==> src/rtl/fp_accum_seq.sv <==
// Sequential floating-point accumulator: sums N_SAMPLES IEEE-754 singles through an
// external combinational adder. Define ACCUM_PIPE_EN to register the adder operand (adds a WAIT state).
module fp_accum_seq #(
    parameter int N_SAMPLES = 8,
    parameter int CNT_W     = 4
) (
    input  logic             clk,
    input  logic             rst_n,
    input  logic             in_valid,
    output logic             in_ready,
    input  logic [31:0]      in_data,
    input  logic             flush,
    output logic [31:0]      add_a,
    output logic [31:0]      add_b,
    input  logic [31:0]      add_res,
    output logic             sum_valid,
    input  logic             sum_ready,
    output logic [31:0]      sum_data,
    output logic             busy,
    output logic [CNT_W-1:0] sample_cnt
);

`ifdef ACCUM_PIPE_EN
    typedef enum logic [1:0] {IDLE = 2'd0, ACC = 2'd1, DONE = 2'd2, WAIT = 2'd3} state_e;
`else
    typedef enum logic [1:0] {IDLE = 2'd0, ACC = 2'd1, DONE = 2'd2} state_e;
`endif

    localparam logic [CNT_W-1:0] LAST_CNT = CNT_W'(N_SAMPLES);
    localparam logic [CNT_W-1:0] ONE_CNT  = CNT_W'(1);

    state_e            state_q, state_d;
    logic [31:0]       acc_q, acc_d;
    logic [CNT_W-1:0]  cnt_q, cnt_d;
    logic [CNT_W-1:0]  cnt_inc;
    logic              in_ready_q;
    logic              sum_valid_q;
    logic              busy_q;
    logic              take;
`ifdef ACCUM_PIPE_EN
    logic [31:0]       opnd_q, opnd_d;
`endif

    // in_ready is a register so it stays low through reset and rises on the first edge after release.
    assign take    = in_valid & in_ready_q;
    assign cnt_inc = cnt_q + ONE_CNT;

    always_comb begin
        state_d = state_q;
        acc_d   = acc_q;
        cnt_d   = cnt_q;
`ifdef ACCUM_PIPE_EN
        opnd_d  = opnd_q;
`endif
        if (flush && !(state_q == DONE && sum_ready)) begin
            state_d = IDLE;
            acc_d   = 32'h0000_0000;
            cnt_d   = '0;
        end else begin
            case (state_q)
                IDLE: begin
                    if (take) begin
                        acc_d   = in_data;
                        cnt_d   = ONE_CNT;
                        state_d = (ONE_CNT == LAST_CNT) ? DONE : ACC;
                    end
                end
                ACC: begin
                    if (take) begin
                        cnt_d = cnt_inc;
`ifdef ACCUM_PIPE_EN
                        opnd_d  = in_data;
                        state_d = WAIT;
`else
                        acc_d   = add_res;
                        state_d = (cnt_inc == LAST_CNT) ? DONE : ACC;
`endif
                    end
                end
`ifdef ACCUM_PIPE_EN
                WAIT: begin
                    acc_d   = add_res;
                    state_d = (cnt_q == LAST_CNT) ? DONE : ACC;
                end
`endif
                DONE: begin
                    if (sum_ready) begin
                        state_d = IDLE;
                        acc_d   = 32'h0000_0000;
                        cnt_d   = '0;
                    end
                end
                default: begin
                    state_d = IDLE;
                    acc_d   = 32'h0000_0000;
                    cnt_d   = '0;
                end
            endcase
        end
    end

    // Status outputs are derived from the next state so they line up with the state register.
    always_ff @(posedge clk or negedge rst_n) begin
        if (!rst_n) begin
            state_q     <= IDLE;
            acc_q       <= 32'h0000_0000;
            cnt_q       <= '0;
            in_ready_q  <= 1'b0;
            sum_valid_q <= 1'b0;
            busy_q      <= 1'b0;
`ifdef ACCUM_PIPE_EN
            opnd_q      <= 32'h0000_0000;
`endif
        end else begin
            state_q     <= state_d;
            acc_q       <= acc_d;
            cnt_q       <= cnt_d;
            in_ready_q  <= (state_d == IDLE) || (state_d == ACC);
            sum_valid_q <= (state_d == DONE);
            busy_q      <= (state_d != IDLE);
`ifdef ACCUM_PIPE_EN
            opnd_q      <= opnd_d;
`endif
        end
    end

`ifdef ACCUM_PIPE_EN
    assign add_a = (state_q == ACC || state_q == WAIT) ? acc_q  : 32'h0000_0000;
    assign add_b = (state_q == ACC || state_q == WAIT) ? opnd_q : 32'h0000_0000;
`else
    assign add_a = (state_q == ACC) ? acc_q   : 32'h0000_0000;
    assign add_b = (state_q == ACC) ? in_data : 32'h0000_0000;
`endif

    assign in_ready   = in_ready_q;
    assign sum_valid  = sum_valid_q;
    assign sum_data   = acc_q;
    assign busy       = busy_q;
    assign sample_cnt = cnt_q;

endmodule

==> config.mk <==
export PLATFORM = sky130hd
export DESIGN_NAME = fp_accum_seq
export DESIGN_NICKNAME = d
export VERILOG_FILES = /design/src/rtl/fp_accum_seq.sv
export SDC_FILE = /design/constraint.sdc
export NUM_CORES = 1
export LEC_CHECK = 0
export CAP_MARGIN = 20
export CORE_UTILIZATION = 38
export CTS_BUF_LIST = sky130_fd_sc_hd__clkbuf_8
export DETAILED_ROUTE_END_ITERATION = 10
export PLACE_DENSITY_LB_ADDON = 0.08
export SYNTH_ARGS = -nofsm -noshare
export SYNTH_HDL_FRONTEND = slang
export SYNTH_SLANG_ARGS = --single-unit
export TNS_END_PERCENT = 5
==> constraint.sdc <==
create_clock -name clk -period 2.5 [get_ports clk]
set_input_delay 0.5 -clock clk [delete_from_list [all_inputs] [get_ports clk]]
set_output_delay 0.5 -clock clk [all_outputs]
set_load 0.01 [all_outputs]
==> flow_metrics.py <==
metrics = {
    "run_status": {
        "status": "completed",
    },
    "clocking": {
        "cts_buffer_depth": 2,
        "worstSkewPairLatency_ps": 280,
        "cts_root_buf": "clkbuf_8",
        "cts_sinks": 41,
        "path_clk_slew_ps": 70,
        "cts_setup_buffers": 0,
        "ctsResizeCount": 0,
        "cts-hold-fix-buffers": 0,
        "htree_levels": 2,
        "tritoncts": "yes",
        "cts_buffers": 5,
    },
    "drt": {
        "drt-met1-wl_um": 2710,
        "post_drt_via_cell_ratio": 4.98,
        "drc": 0,
        "top_layer_used": "met4",
        "drt_wl_total_um": 6980,
        "first_pass_iters": 5,
        "wl_met3_um": 563,
        "wl_per_cell_um": 14.6,
        "dr_total_vias": 2381,
        "drtIter0Drc": 128,
        "wl_met2_um": 3650,
        "ant_nets": 0,
    },
    "timing": {
        "setup_viol": 0,
        "post-route-min-period_ps": 2340,
        "relSlewSlack": 0.396,
        "achievable-frequency_ghz": 0.428,
        "final.setup.tns_ps": 0,
        "finalHoldViolations": 0,
        "worst_pin_slew_ps": 905,
        "rsz0062_at_grt": "no",
        "final.period_utilization": 0.934,
        "maxSlewViolCount": 0,
        "finClkSkew_ps": 7.95,
    },
    "placement": {
        "port_buffers": 171,
        "gp_congestion": 0.802,
        "place_area_um2": 4070,
        "dp.final_hpwl_um": 5210,
    },
    "floorplan": {
        "die_w_um": 79.7,
        "initial_core_util": 0.404,
        "die_area_um2": 6350,
        "io-pin-count": 172,
        "rows": 27,
        "chipHeight_um": 79.7,
        "core_um2": 5680,
    },
    "worst_setup_path": {
        "cp_top_family": "buffers and inverters",
        "timing.rr.start": "state_q[0]",
        "cp.arrival_ps": 1840,
        "cpPeakStageDelay_ps": 550,
        "cp.required_ps": 2000,
        "reg2regPathDepth": 6,
        "r2r_setup_slack_ps": 560,
        "crit_buf_inv": 2,
        "path_cells": "nor2b_4 > buf_12 > and2_1 > clkdlybuf4s50_1",
        "cp-end-kind": "output pin",
        "critPathSlowestCell": "clkdlybuf4s50_1",
        "crit_fanout": 46,
        "start_kind": "flop",
        "reg2reg_to": "sum_data[5]",
        "crit_type": "reg -> out",
    },
    "yosys": {
        "yosysWarningCount": 0,
        "ys_top_cells_by_count": "and2_1 (65), dfrtp_1 (41), nand2_1 (20)",
        "async_flop_share": 1.00,
        "synthTopCellsByArea": "dfrtp_1 (45%), and2_1 (18%), mux2i_1 (7.9%), a222oi_1 (6.1%), o21ai_0 (3.9%)",
        "syn_inst": 239,
        "seq_area_frac_synth": 0.448,
        "synth_seq_cells": 41,
        "syn_area_um2": 2290,
        "synth_nets": 309,
        "synth.largest_area_cell": "dfrtp_1",
        "synth_area_per_cell_um2": 9.59,
        "ys_types": 32,
        "synth_flop_cell": "dfrtp_1",
        "yosys.area.top_type_share": 0.448,
        "synth.most_common_cell": "and2_1",
        "synth_edf_count": 0,
    },
    "layout": {
        "antenna_cells": 0,
        "drive_gt1_frac": 0.0468,
        "fillers": 452,
        "final_nets": 475,
        "final_area_um2": 4150,
        "area_growth_pct": 81.2,
    },
    "global_routing": {
        "grt_pass1_wl_um": 11000,
        "grt_max_degree": 47,
        "track_usage": 0.223,
        "gr-total-overflow": 0,
        "antenna_found_initial": 0,
        "first_global_vias": 2286,
    },
    "power_and_ir_drop": {
        "power.density_nw_per_um2": 395,
        "vdd_ir_drop_max_mv": 0.233,
        "p_leak_nw": 1.79,
    },
    "job": {
        "max_cap_viol_count": 0,
    },
    "worst_hold_path": {
        "hold_class": "in -> async",
    },
}
-- cells in the final DEF (no fill, tap or decap), drive strengths merged, types with 2 or more instances in the layout --
| master | count |
|---|---|
| a222oi | 14 |
| and2 | 65 |
| buf | 9 |
| clkbuf | 5 |
| clkdlybuf4s50 | 170 |
| dfrtp | 41 |
| inv | 20 |
| mux2i | 18 |
| nand2 | 20 |
| nor2 | 3 |
| o21a | 2 |
| o21ai | 19 |
| o32ai | 3 |
| or2 | 2 |
-- sequential cells by signal, summed over array words and instances, names as in the netlist --
| register | cells |
|---|---|
| sum_valid | 1 |
| sum_data | 32 |
| busy | 1 |
| in_ready | 1 |
| state_q | 2 |
| sample_cnt | 4 |
-- layout make-up --
type,instances,area (um2),share of cell area
inverter,17,63.8,0.0154
clock buffer,5,68.8,0.0166
sequential,41,1030,0.247
timing repair buffer,179,1790,0.431
clock inverter,3,11.3,0.00271
tap,72,90.1,0.0217
multi-input combinational,161,1100,0.265
-- stage by stage --
stage | hold slack (ps) | cells | util | worst slack (ps) | total power [mW]
6_report | 350 | 478 | 0.732 | 165 | 1.64
3_3_place_gp | 477 | 470 | 0.718 | 366 | 1.25
2_1_floorplan | 204 | 239 | - | 779 | 0.926
4_1_cts | 370 | 478 | 0.732 | 144 | 1.66
5_1_grt | 426 | 478 | 0.732 | 75.6 | 1.72
3_5_place_dp | 486 | 470 | 0.718 | 344 | 1.26
-- cells by family after synthesis --
| group | after synthesis | synth area share |
|---|---|---|
| adder cells (fa/ha/maj) | 1 | 0.00546 |
| AND/OR/NAND/NOR | 98 | 0.245 |
| AO/OA/AOI/OAI | 43 | 0.142 |
| XOR/XNOR | 1 | 0.00382 |
| flip-flops | 41 | 0.448 |
| buffers and inverters | 37 | 0.0775 |
| multiplexers | 18 | 0.0786 |
-- per-layer routing --
layer / GRT usage / vias up
met5: 0 / -
met4: 0.0600 / 0
met3: 0.0571 / 4
met2: 0.403 / 101
met1: 0.257 / 1134
li1: - / 1142
-- report_power, final --
group	total (mW)	internal (mW)	switching (mW)
registers	0.732	0.703	0.0289
clock network	0.399	0.186	0.213
logic	0.509	0.308	0.200
total	1.64	1.20	0.442
-- worst max-delay path by stage --
stage,start,end,slack [ps],depth (start not counted)
6_report,state_q[1],add_a[13],160,4
5_1_grt,state_q[1],add_b[9],80,4
4_1_cts,state_q[1],add_b[9],140,4
3_5_place_dp,in_data[15],add_b[15],340,3
3_3_place_gp,in_data[21],add_b[21],370,3
2_1_floorplan,flush,sample_cnt[0],780,7
Power figures use the tool's default switching activity.
